[src/rtl/isa_pkg.sv]
// ISA encodings, ALU op codes and the decoded control bundle shared by the
// decode stage and its combinational decoder.
package isa_pkg;

    localparam int unsigned DEC_W    = 9;
    localparam int unsigned ALU_OP_W = 4;

    typedef enum logic [2:0] {
        OP_ALU  = 3'b000,
        OP_MEM  = 3'b001,
        OP_ADD  = 3'b010,
        OP_ADDI = 3'b011,
        OP_TR   = 3'b100,
        OP_BEQ  = 3'b101,
        OP_SUB  = 3'b110,
        OP_SHF  = 3'b111
    } major_op_e;

    typedef enum logic [1:0] {
        SUB_AND = 2'd0,
        SUB_SLT = 2'd1,
        SUB_OR  = 2'd2,
        SUB_JR  = 2'd3
    } alu_sub_e;

    typedef enum logic [1:0] {
        SUB_LW   = 2'd0,
        SUB_SW   = 2'd1,
        SUB_RSV2 = 2'd2,
        SUB_RSV3 = 2'd3
    } mem_sub_e;

    typedef enum logic [1:0] {
        SUB_SRL  = 2'd0,
        SUB_SRA  = 2'd1,
        SUB_SLL  = 2'd2,
        SUB_HALT = 2'd3
    } shf_sub_e;

    localparam logic [ALU_OP_W-1:0] ALU_AND  = 4'd0;
    localparam logic [ALU_OP_W-1:0] ALU_SLT  = 4'd1;
    localparam logic [ALU_OP_W-1:0] ALU_OR   = 4'd2;
    localparam logic [ALU_OP_W-1:0] ALU_ADD  = 4'd4;
    localparam logic [ALU_OP_W-1:0] ALU_SUB  = 4'd5;
    localparam logic [ALU_OP_W-1:0] ALU_JR   = 4'd5;
    localparam logic [ALU_OP_W-1:0] ALU_PASS = 4'd6;
    localparam logic [ALU_OP_W-1:0] ALU_CMP  = 4'd7;
    localparam logic [ALU_OP_W-1:0] ALU_SRL  = 4'd8;
    localparam logic [ALU_OP_W-1:0] ALU_SRA  = 4'd9;
    localparam logic [ALU_OP_W-1:0] ALU_SLL  = 4'd10;

    typedef struct packed {
        logic [ALU_OP_W-1:0] alu_op;
        logic                reg_write;
        logic                car_write;
        logic                sel_imm;
        logic                mem_read;
        logic                mem_write;
        logic                mem2reg;
        logic                halt;
        logic                illegal;
    } ctrl_t;

endpackage

[src/rtl/instr_decode.sv]
// Purely combinational decode of the 9-bit instruction core into control,
// register addresses and immediate; unused fields always drive 0.
module instr_decode
    import isa_pkg::*;
#(
    parameter int unsigned AW      = 4,
    parameter int unsigned REG_W   = 8,
    parameter int unsigned RS_BASE = 4,
    parameter int unsigned RD_BASE = 8,
    parameter int unsigned ACC_REG = 11
) (
    input  logic [DEC_W-1:0] instr,
    output ctrl_t            ctrl_c,
    output logic [AW-1:0]    rs_c,
    output logic [AW-1:0]    rt_c,
    output logic [AW-1:0]    rd_c,
    output logic [REG_W-1:0] imm_c,
    output logic             use_rs_c,
    output logic             use_rt_c
);

    logic [1:0]    fa, fb, fc;
    logic [AW-1:0] rs_sum, rd_sum;

    assign fa     = instr[5:4];
    assign fb     = instr[3:2];
    assign fc     = instr[1:0];
    assign rs_sum = AW'(fa) + AW'(RS_BASE);
    assign rd_sum = AW'(fc) + AW'(RD_BASE);

    always_comb begin
        ctrl_c   = '0;
        rs_c     = '0;
        rt_c     = '0;
        rd_c     = '0;
        imm_c    = '0;
        use_rs_c = 1'b0;
        use_rt_c = 1'b0;
        case (major_op_e'(instr[8:6]))
            OP_ALU: begin
                rs_c             = rs_sum;
                use_rs_c         = 1'b1;
                rd_c             = AW'(ACC_REG);
                ctrl_c.reg_write = 1'b1;
                case (alu_sub_e'(fc))
                    SUB_AND: begin
                        ctrl_c.alu_op = ALU_AND;
                        rt_c          = AW'(fb);
                        use_rt_c      = 1'b1;
                    end
                    SUB_SLT: begin
                        // SLT compares against the upper register bank
                        ctrl_c.alu_op = ALU_SLT;
                        rt_c          = AW'(fb) + AW'(RD_BASE);
                        use_rt_c      = 1'b1;
                    end
                    SUB_OR: begin
                        ctrl_c.alu_op = ALU_OR;
                        rt_c          = AW'(fb);
                        use_rt_c      = 1'b1;
                    end
                    SUB_JR: ctrl_c.alu_op = ALU_JR;
                    default: ;
                endcase
            end
            OP_MEM: begin
                case (mem_sub_e'(fc))
                    SUB_LW: begin
                        ctrl_c.alu_op    = ALU_PASS;
                        rs_c             = rs_sum;
                        use_rs_c         = 1'b1;
                        rd_c             = AW'(fb);
                        ctrl_c.mem_read  = 1'b1;
                        ctrl_c.mem2reg   = 1'b1;
                        ctrl_c.reg_write = 1'b1;
                    end
                    SUB_SW: begin
                        ctrl_c.alu_op    = ALU_PASS;
                        rs_c             = rs_sum;
                        rt_c             = AW'(fb);
                        use_rs_c         = 1'b1;
                        use_rt_c         = 1'b1;
                        ctrl_c.mem_write = 1'b1;
                    end
                    default: ctrl_c.illegal = 1'b1;
                endcase
            end
            OP_ADD, OP_SUB: begin
                ctrl_c.alu_op    = (instr[8:6] == OP_ADD) ? ALU_ADD : ALU_SUB;
                rs_c             = rs_sum;
                rt_c             = AW'(fb);
                rd_c             = rd_sum;
                use_rs_c         = 1'b1;
                use_rt_c         = 1'b1;
                ctrl_c.reg_write = 1'b1;
                ctrl_c.car_write = 1'b1;
            end
            OP_ADDI: begin
                ctrl_c.alu_op    = ALU_ADD;
                rs_c             = rs_sum;
                use_rs_c         = 1'b1;
                rd_c             = AW'(fc);
                imm_c            = REG_W'(fc);
                ctrl_c.sel_imm   = 1'b1;
                ctrl_c.reg_write = 1'b1;
                ctrl_c.car_write = 1'b1;
            end
            OP_TR: begin
                ctrl_c.alu_op    = ALU_PASS;
                rs_c             = AW'(instr[2:0]) + AW'(RS_BASE);
                use_rs_c         = 1'b1;
                rd_c             = AW'(instr[5:3]);
                ctrl_c.reg_write = 1'b1;
            end
            OP_BEQ: begin
                ctrl_c.alu_op = ALU_CMP;
                rs_c          = rs_sum;
                rt_c          = AW'(fb);
                use_rs_c      = 1'b1;
                use_rt_c      = 1'b1;
            end
            OP_SHF: begin
                if (shf_sub_e'(fc) == SUB_HALT) begin
                    ctrl_c.halt = 1'b1;
                end else begin
                    case (shf_sub_e'(fc))
                        SUB_SRL: ctrl_c.alu_op = ALU_SRL;
                        SUB_SRA: ctrl_c.alu_op = ALU_SRA;
                        default: ctrl_c.alu_op = ALU_SLL;
                    endcase
                    rs_c             = rs_sum;
                    rt_c             = AW'(fb);
                    rd_c             = rs_sum;
                    use_rs_c         = 1'b1;
                    use_rt_c         = 1'b1;
                    ctrl_c.reg_write = 1'b1;
                    ctrl_c.car_write = 1'b1;
                end
            end
            default: ;
        endcase
    end

endmodule

[src/rtl/decode_stage.sv]
// Registered decode stage: valid/ready handshake, load-use bubble insertion
// and a sticky halt latch in front of the combinational decoder.
module decode_stage
    import isa_pkg::*;
#(
    parameter  int unsigned NUM_REGS = 12,
    parameter  int unsigned INSTR_W  = 9,
    parameter  int unsigned REG_W    = 8,
    parameter  int unsigned OP_W     = 4,
    parameter  int unsigned RS_BASE  = 4,
    parameter  int unsigned RD_BASE  = 8,
    parameter  int unsigned ACC_REG  = 11,
    localparam int unsigned AW       = $clog2(NUM_REGS)
) (
    input  logic               clk,
    input  logic               rst_n,
    input  logic               in_valid,
    output logic               in_ready,
    input  logic [INSTR_W-1:0] instr,
    output logic               out_valid,
    input  logic               out_ready,
    output logic [OP_W-1:0]    alu_op,
    output logic [AW-1:0]      rs_addr,
    output logic [AW-1:0]      rt_addr,
    output logic [AW-1:0]      rd_addr,
    output logic [REG_W-1:0]   imm,
    output logic               reg_write,
    output logic               car_write,
    output logic               sel_imm,
    output logic               mem_read,
    output logic               mem_write,
    output logic               mem2reg,
    output logic               halt,
    output logic               illegal,
    output logic               halted
);

    ctrl_t              dec_ctrl_c;
    logic [AW-1:0]      dec_rs_c, dec_rt_c, dec_rd_c;
    logic [REG_W-1:0]   dec_imm_c;
    logic               dec_use_rs_c, dec_use_rt_c;
    logic               hazard_c, accept_c;

    ctrl_t              ctrl_q;
    logic [AW-1:0]      rs_q, rt_q, rd_q;
    logic [REG_W-1:0]   imm_q;
    logic               out_valid_q, halted_q;

    instr_decode #(
        .AW      (AW),
        .REG_W   (REG_W),
        .RS_BASE (RS_BASE),
        .RD_BASE (RD_BASE),
        .ACC_REG (ACC_REG)
    ) u_decode (
        .instr    (instr[DEC_W-1:0]),
        .ctrl_c   (dec_ctrl_c),
        .rs_c     (dec_rs_c),
        .rt_c     (dec_rt_c),
        .rd_c     (dec_rd_c),
        .imm_c    (dec_imm_c),
        .use_rs_c (dec_use_rs_c),
        .use_rt_c (dec_use_rt_c)
    );

    // Load-use: the incoming instruction reads the register a held LW writes
    assign hazard_c = out_valid_q && ctrl_q.mem_read &&
                      ((dec_use_rs_c && (dec_rs_c == rd_q)) ||
                       (dec_use_rt_c && (dec_rt_c == rd_q)));

    assign in_ready = rst_n && !halted_q && !hazard_c && (!out_valid_q || out_ready);
    assign accept_c = in_valid && in_ready;

    always_ff @(posedge clk or negedge rst_n) begin
        if (!rst_n) begin
            ctrl_q      <= '0;
            rs_q        <= '0;
            rt_q        <= '0;
            rd_q        <= '0;
            imm_q       <= '0;
            out_valid_q <= 1'b0;
            halted_q    <= 1'b0;
        end else if (accept_c) begin
            ctrl_q      <= dec_ctrl_c;
            rs_q        <= dec_rs_c;
            rt_q        <= dec_rt_c;
            rd_q        <= dec_rd_c;
            imm_q       <= dec_imm_c;
            out_valid_q <= 1'b1;
            if (dec_ctrl_c.halt) begin
                halted_q <= 1'b1;
            end
        end else if (out_ready) begin
            out_valid_q <= 1'b0;
        end
    end

    assign out_valid = out_valid_q;
    assign halted    = halted_q;
    assign alu_op    = OP_W'(ctrl_q.alu_op);
    assign rs_addr   = rs_q;
    assign rt_addr   = rt_q;
    assign rd_addr   = rd_q;
    assign imm       = imm_q;
    assign reg_write = ctrl_q.reg_write;
    assign car_write = ctrl_q.car_write;
    assign sel_imm   = ctrl_q.sel_imm;
    assign mem_read  = ctrl_q.mem_read;
    assign mem_write = ctrl_q.mem_write;
    assign mem2reg   = ctrl_q.mem2reg;
    assign halt      = ctrl_q.halt;
    assign illegal   = ctrl_q.illegal;

endmodule

[config.mk]
export PLATFORM = sky130hd
export DESIGN_NAME = decode_stage
export DESIGN_NICKNAME = d
export VERILOG_FILES = /design/src/rtl/isa_pkg.sv /design/src/rtl/instr_decode.sv /design/src/rtl/decode_stage.sv
export SDC_FILE = /design/constraint.sdc
export NUM_CORES = 1
export LEC_CHECK = 0
export CAP_MARGIN = 0
export CORE_MARGIN = 2
export CORE_UTILIZATION = 52
export CTS_BUF_LIST = sky130_fd_sc_hd__clkbuf_4
export CTS_CLUSTER_SIZE = 30
export DETAILED_ROUTE_END_ITERATION = 12
export PLACE_DENSITY = 0.82
export SETUP_SLACK_MARGIN = 0.15
export SYNTH_ARGS = -nofsm -noshare
export SYNTH_HDL_FRONTEND = slang
export SYNTH_HIERARCHICAL = 1
export SYNTH_SLANG_ARGS = --single-unit
[constraint.sdc]
create_clock -name clk -period 2.4 [get_ports clk]
set_input_delay 0.24 -clock clk [delete_from_list [all_inputs] [get_ports clk]]
set_output_delay 0.24 -clock clk [all_outputs]
set_load 0.01 [all_outputs]
* Word-level counts from Yosys, hierarchy flattened
Index checks and enable logic that the tools add are counted.
** Word-level totals
- Flip-flop bits (word level) :: 34
- Output and inout bits :: 35
- Logic and storage cells :: 90
** Cells by class
- Equality and inequality tests :: 12
- $add $sub $neg :: 4
- Multiplexer cells :: 33
- Reduce and logical (&&, ||, !) cells :: 26
** Operators by type and width (count)
- one-hot mux 4 bit (4 select lines) :: 3
- one-hot mux 4 bit (7 select lines) :: 1
- one-hot mux 4 bit (6 select lines) :: 1
- 2-to-1 mux 1 bit :: 13
- == test 3 bit (second input constant) :: 4
- OR reduction 5 bit :: 2
- OR reduction 3 bit :: 3
- adder 2 x 4 -> 4 bit (second input constant) :: 2
- == test 4 bit :: 2
- logical AND 1 bit :: 8
- 2-to-1 mux 2 bit :: 4
- 2-to-1 mux 4 bit :: 2
- one-hot mux 4 bit (2 select lines) :: 1
- == test 3 x 2 -> 1 bit (second input constant) :: 2
- 2-to-1 mux 3 bit :: 2
- 2-to-1 mux 6 bit :: 1
- one-hot mux 1 bit (3 select lines) :: 2
- OR reduction 2 bit :: 3
- OR reduction 6 bit :: 1
- adder 2 x 3 -> 4 bit (second input constant) :: 1
- adder 3 x 3 -> 4 bit (second input constant) :: 1
- == test 2 bit (second input constant) :: 2
- one-hot mux 1 bit (4 select lines) :: 1
- one-hot mux 2 bit (2 select lines) :: 1
- other kinds (9) :: 12

* Longest topological paths before layout
- Depth after elaboration :: 13
- Mapped depth :: 11

* Cells and area by module
The synthesis kept the hierarchy.
** Modules (own cells, without submodules)
- decode_stage :: area an instance 1546.5 um2, times used 1, cells an instance 90, seq. area each 850.8 um2
- instr_decode :: area an instance 576.8 um2, times used 1, cells an instance 88, seq. area each 0.0 um2

* Least setup slack after synthesis
OpenSTA, ideal clock, no wires.
- Kind :: input to register
- From :: in instr[6]
- To :: reg ctrl_q, in the netlist alu_op[3]
- Buffers on the path :: 3
- Data arrival time :: 2373 ps
- Library setup time :: 125 ps
- Stages on the path :: 10
- Slack :: -98 ps
- Cells stage by stage :: buf_6 > or3b_1 > nor2_2 > nor3_1 > xor2_1 > or4_4 > o311a_1 > buf_6 > buf_12 > mux2_4
** On the way
- Cells in the longest elaborated chain, start to end :: 11
** RTL lines
- start: declaration :: line decode_stage.sv:19 : input logic [INSTR_W-1:0] instr,
- == test 3 bit (tied with other cells) :: line instr_decode.sv:39 : case (major_op_e'(instr[8:6]))
- OR reduction 5 bit (no source line)
- one-hot mux 4 bit (4 select lines) * :: line instr_decode.sv:39
- named net dec_rs_c[3] :: line decode_stage.sv:39 : logic [AW-1:0] dec_rs_c, dec_rt_c, dec_rd_c;
- == test 4 bit * :: line decode_stage.sv:68 : ((dec_use_rs_c && (dec_rs_c == rd_q)) ||
- logical AND 1 bit * :: line decode_stage.sv:68
- logical OR 1 bit * :: line decode_stage.sv:68
- logical AND 1 bit * :: line decode_stage.sv:67 : assign hazard_c = out_valid_q && ctrl_q.mem_read &&
- logical NOT 1 bit * :: line decode_stage.sv:71 : assign in_ready = rst_n && !halted_q && !hazard_c && (!out_valid_q || out_ready);
- logical AND 1 bit * (2 in series) :: line decode_stage.sv:71
- logical AND 1 bit * :: line decode_stage.sv:72 : assign accept_c = in_valid && in_ready;
- end signal: assignment :: line decode_stage.sv:84 : ctrl_q <= dec_ctrl_c;
- end: declaration :: line decode_stage.sv:44 : ctrl_t ctrl_q;
The timed path passes the listed nets; every way through them passes the cells marked *.
A chain may end at the register's enable or synchronous reset.

* Worst setup path in the final report
- From :: in instr[6]
- To :: out in_ready
** On the way
- Cells in the longest elaborated chain, start to end :: 10
** RTL lines
- == test 3 bit (tied with other cells) :: line instr_decode.sv:39
- OR reduction 5 bit (no source line)
- one-hot mux 4 bit (4 select lines) * :: line instr_decode.sv:39
- named net dec_rs_c[0] :: line decode_stage.sv:39
- == test 4 bit * :: line decode_stage.sv:68
- logical AND 1 bit * :: line decode_stage.sv:68
- logical OR 1 bit * :: line decode_stage.sv:68
- logical AND 1 bit * :: line decode_stage.sv:67
- logical NOT 1 bit * :: line decode_stage.sv:71
- logical AND 1 bit * (2 in series) :: line decode_stage.sv:71
- end: declaration :: line decode_stage.sv:18 : output logic in_ready,
Marks and branches as above.

==> flow_summary.ini <==
[die]
initial_core_util_pct = 53.5
design.core.area_sq_um = 3970
fp-row-count = 23
die_area_sq_um = 4610
die_y_microns = 67.9
die_w_microns = 67.9
pin_count = 48

[clocking]
clockRootBuffer = clkbuf_4
clock_latency_ns = 0.33
cts.clk_slew.worst_paths_ns = 0.11
cts_buffers = 5
htree_levels = 2
cts_tree = built
cts_buffer_depth = 2
cts.sinks = 34
hold_buffers = 0

[placed_design]
numPortBuffers = 47
preCtsSetupSlack_ns = -0.673
placed_area_sq_um = 2780
gp_congestion = 0.867
dpl.hpwl_mm = 3.72

[setup_path]
critical_path_required_ns = 2.16
path_max_fanout = 4
startpoint = instr[6]
ff2ff_setup_slack_ns = 0.36
worstReg2RegEnd = rs_addr[1]
cp-start-kind = input pin
timing.rr.start = rd_addr[1]
cp-end-kind = output pin
path_cells = buf_8 > buf_6 > nand4_1 > buf_4 > a21oi_2 > nor4_2 > xor2_1 > or4_4 > o31ai_4 > nor4bb_1 > buf_2
cp_num_buf_inv = 4
cp_slowest_cell = or4_4
rr_worst_depth = 6
worstPathArrival_ns = 2.08
cpPeakStageDelay_ns = 0.56
worstSetupPathType = input pin to output pin
path_delay_family = simple AND/OR/NAND/NOR gates

[yosys]
yosysSeqAreaShare_pct = 40.1
avgSynthCellArea_sq_um = 11.9
netlist.area_leader.share_pct = 40.1
ys_warn_count = 6
syn_area_sq_um = 2120
synth_cell_type_count = 51
syn_inst = 178
synthArstFlopShare_pct = 100
synth_top_flop_cell = dfrtp_1
synth_edf_count = 0
synthTopCellsByArea = dfrtp_1, mux2_4, buf_4
yosysTopAreaCell = dfrtp_1
yosys_register_bits = 34

[drt]
drtIter0Drc = 66
vias = 1734
ant_nets = 0
wl_per_cell_microns = 17.2
vias_per_cell = 5.44
drtPass1Iterations = 4
drt-total-wl_mm = 5.48
route.detailed.drc = 0

[global_route]
track_usage_pct = 24.5
antenna_found_initial = 0
overflow = 0
grt_pass1_wl_mm = 8.18
grt_pass1_vias = 1673
grt_max_degree = 21

[power_and_ir_drop]
p_total_mw = 1.82
power_density_nw_per_um2 = 581
peakVddDrop_v = 0.000326
p_leak_nw = 1.41

[sta]
rsz0062_at_grt = true
slew_viol_final = 0
setup_violations = 0
hold_viol = 0
max_freq_mhz = 431
period_minus_slack_ns = 2.32
finalCritPeriodShare_pct = 96.7
setup_slack_ns = 0.0780
fin_skew_ns = 0.0163

[hold_path]
min-delay-path-class = input pin to async pin

[run]
drv_cap = 0

[layout]
n_antenna_cell = 0
drive_gt1_share_pct = 47.2
fillers = 265
final_nets = 282
area_delta_synth_final_pct = 47.3
final_area_sq_um = 3130

[outcome]
run_status = completed
synth_stat cells, drive strengths merged, types with 3 or more instances:
library cell / count
a21oi: 7
buf: 21
dfrtp: 34
inv: 7
mux2: 32
nand2: 4
nand3: 3
nor2: 14
nor3: 4
nor4: 3
o21ai: 3
o22ai: 3
xnor2: 4
xor2: 4
cell type report:
type	instances	area [sq um]	share of cell area [%]
clock buffers	5	37.5	1.20
clock inverters	2	33.8	1.08
inverters	7	33.8	1.08
multi-input cells	122	1190	38.1
flip-flops and latches	34	851	27.2
well taps	50	62.6	2.00
repair buffers	99	917	29.3
stage by stage:
stage / instances / TNS (ns) / utilization (%) / hold slack [ns]
detailed placement: 296 / -18.79 / 69.9 / 0.491
global placement: 296 / -18.98 / 69.9 / 0.489
CTS: 308 / 0 / 74.2 / 0.305
global route: 319 / 0 / 78.8 / 0.326
finish: 319 / 0 / 78.8 / 0.308
floorplan: 184 / -1.32 / - / -0.0556
per-layer routing:
metal	share of wire (%)	vias up	track usage, %
met3	4.5	6	5.92
met5	0	-	0
met4	1.5	0	11.0
met2	51	51	40.1
met1	43	869	30.6
li1	-	808	-
power by group:
group | internal, mW | switching, mW | total [mW]
Combinational | 0.415 | 0.262 | 0.677
Sequential | 0.663 | 0.0754 | 0.739
Clock | 0.211 | 0.190 | 0.401
cells in the final DEF (no fill, tap or decap), drive strengths merged, types with 2 or more instances in the layout:
cell           synthesis  routed
conb                   1       7
dlygate4sd2            0       2
a31oi                  2       2
nor3b                  2       2
buf                   21      56
nand2b                 2       2
clkdlybuf4s50          0      39
a21o                   2       2
a221oi                 2       2
mux2                  32      32
dfrtp                 34      34
o211ai                 2       2
xor2                   4       4
nor2                  14      14
nand4                  2       2
xnor2                  4       4
nand3                  3       3
a21boi                 2       2
nor4                   3       3
o22ai                  3       3
o21ai                  3       3
clkbuf                 0       7
nand2                  4       4
inv                    7       7
o32ai                  2       2
or3b                   2       2
a221o                  2       2
a21oi                  7       7
nor3                   4       4
cell families (layout without fill, tap and decap cells):
kind of cell	count (synthesis)	in the layout	share of synthesized area [%]
buffers and inverters	28	113	11.0
XOR/XNOR	8	8	3.30
flip-flops	34	34	40.1
multiplexers	32	32	21.9
other	1	7	0.177
AO/OA/AOI/OAI	31	31	10.2
AND/OR/NAND/NOR	44	44	13.4
worst max path at each step:
stage                            to  slack, ns  cells past startpoint
after global placement     in_ready      -0.62                     10
after detailed placement   in_ready      -0.67                     10
after CTS                  in_ready       0.07                     10
final                      in_ready       0.08                     11
after global routing       in_ready       0.02                     11
after floorplan           alu_op[3]      -0.05                     10
registers in the layout, summed over array words and instances, names as in the netlist:
signal,count
illegal,1
alu_op,4
rd_addr,4
rs_addr,4
imm,8
rt_addr,4
mem2reg,1
mem_read,1
halt,1
sel_imm,1
mem_write,1
halted,1
reg_write,1
out_valid,1
car_write,1
timing repair:
item / 4_1_cts / 5_1_grt
gates cloned: 0 / 1
gates resized for setup: 45 / 22
endpoints found under the hold margin: 0 / 0
setup buffers: 5 / 10
setup endpoints to repair: 35 / 35
pin swaps: 12 / 11
Note: power is estimated with default switching activity, not from simulation.
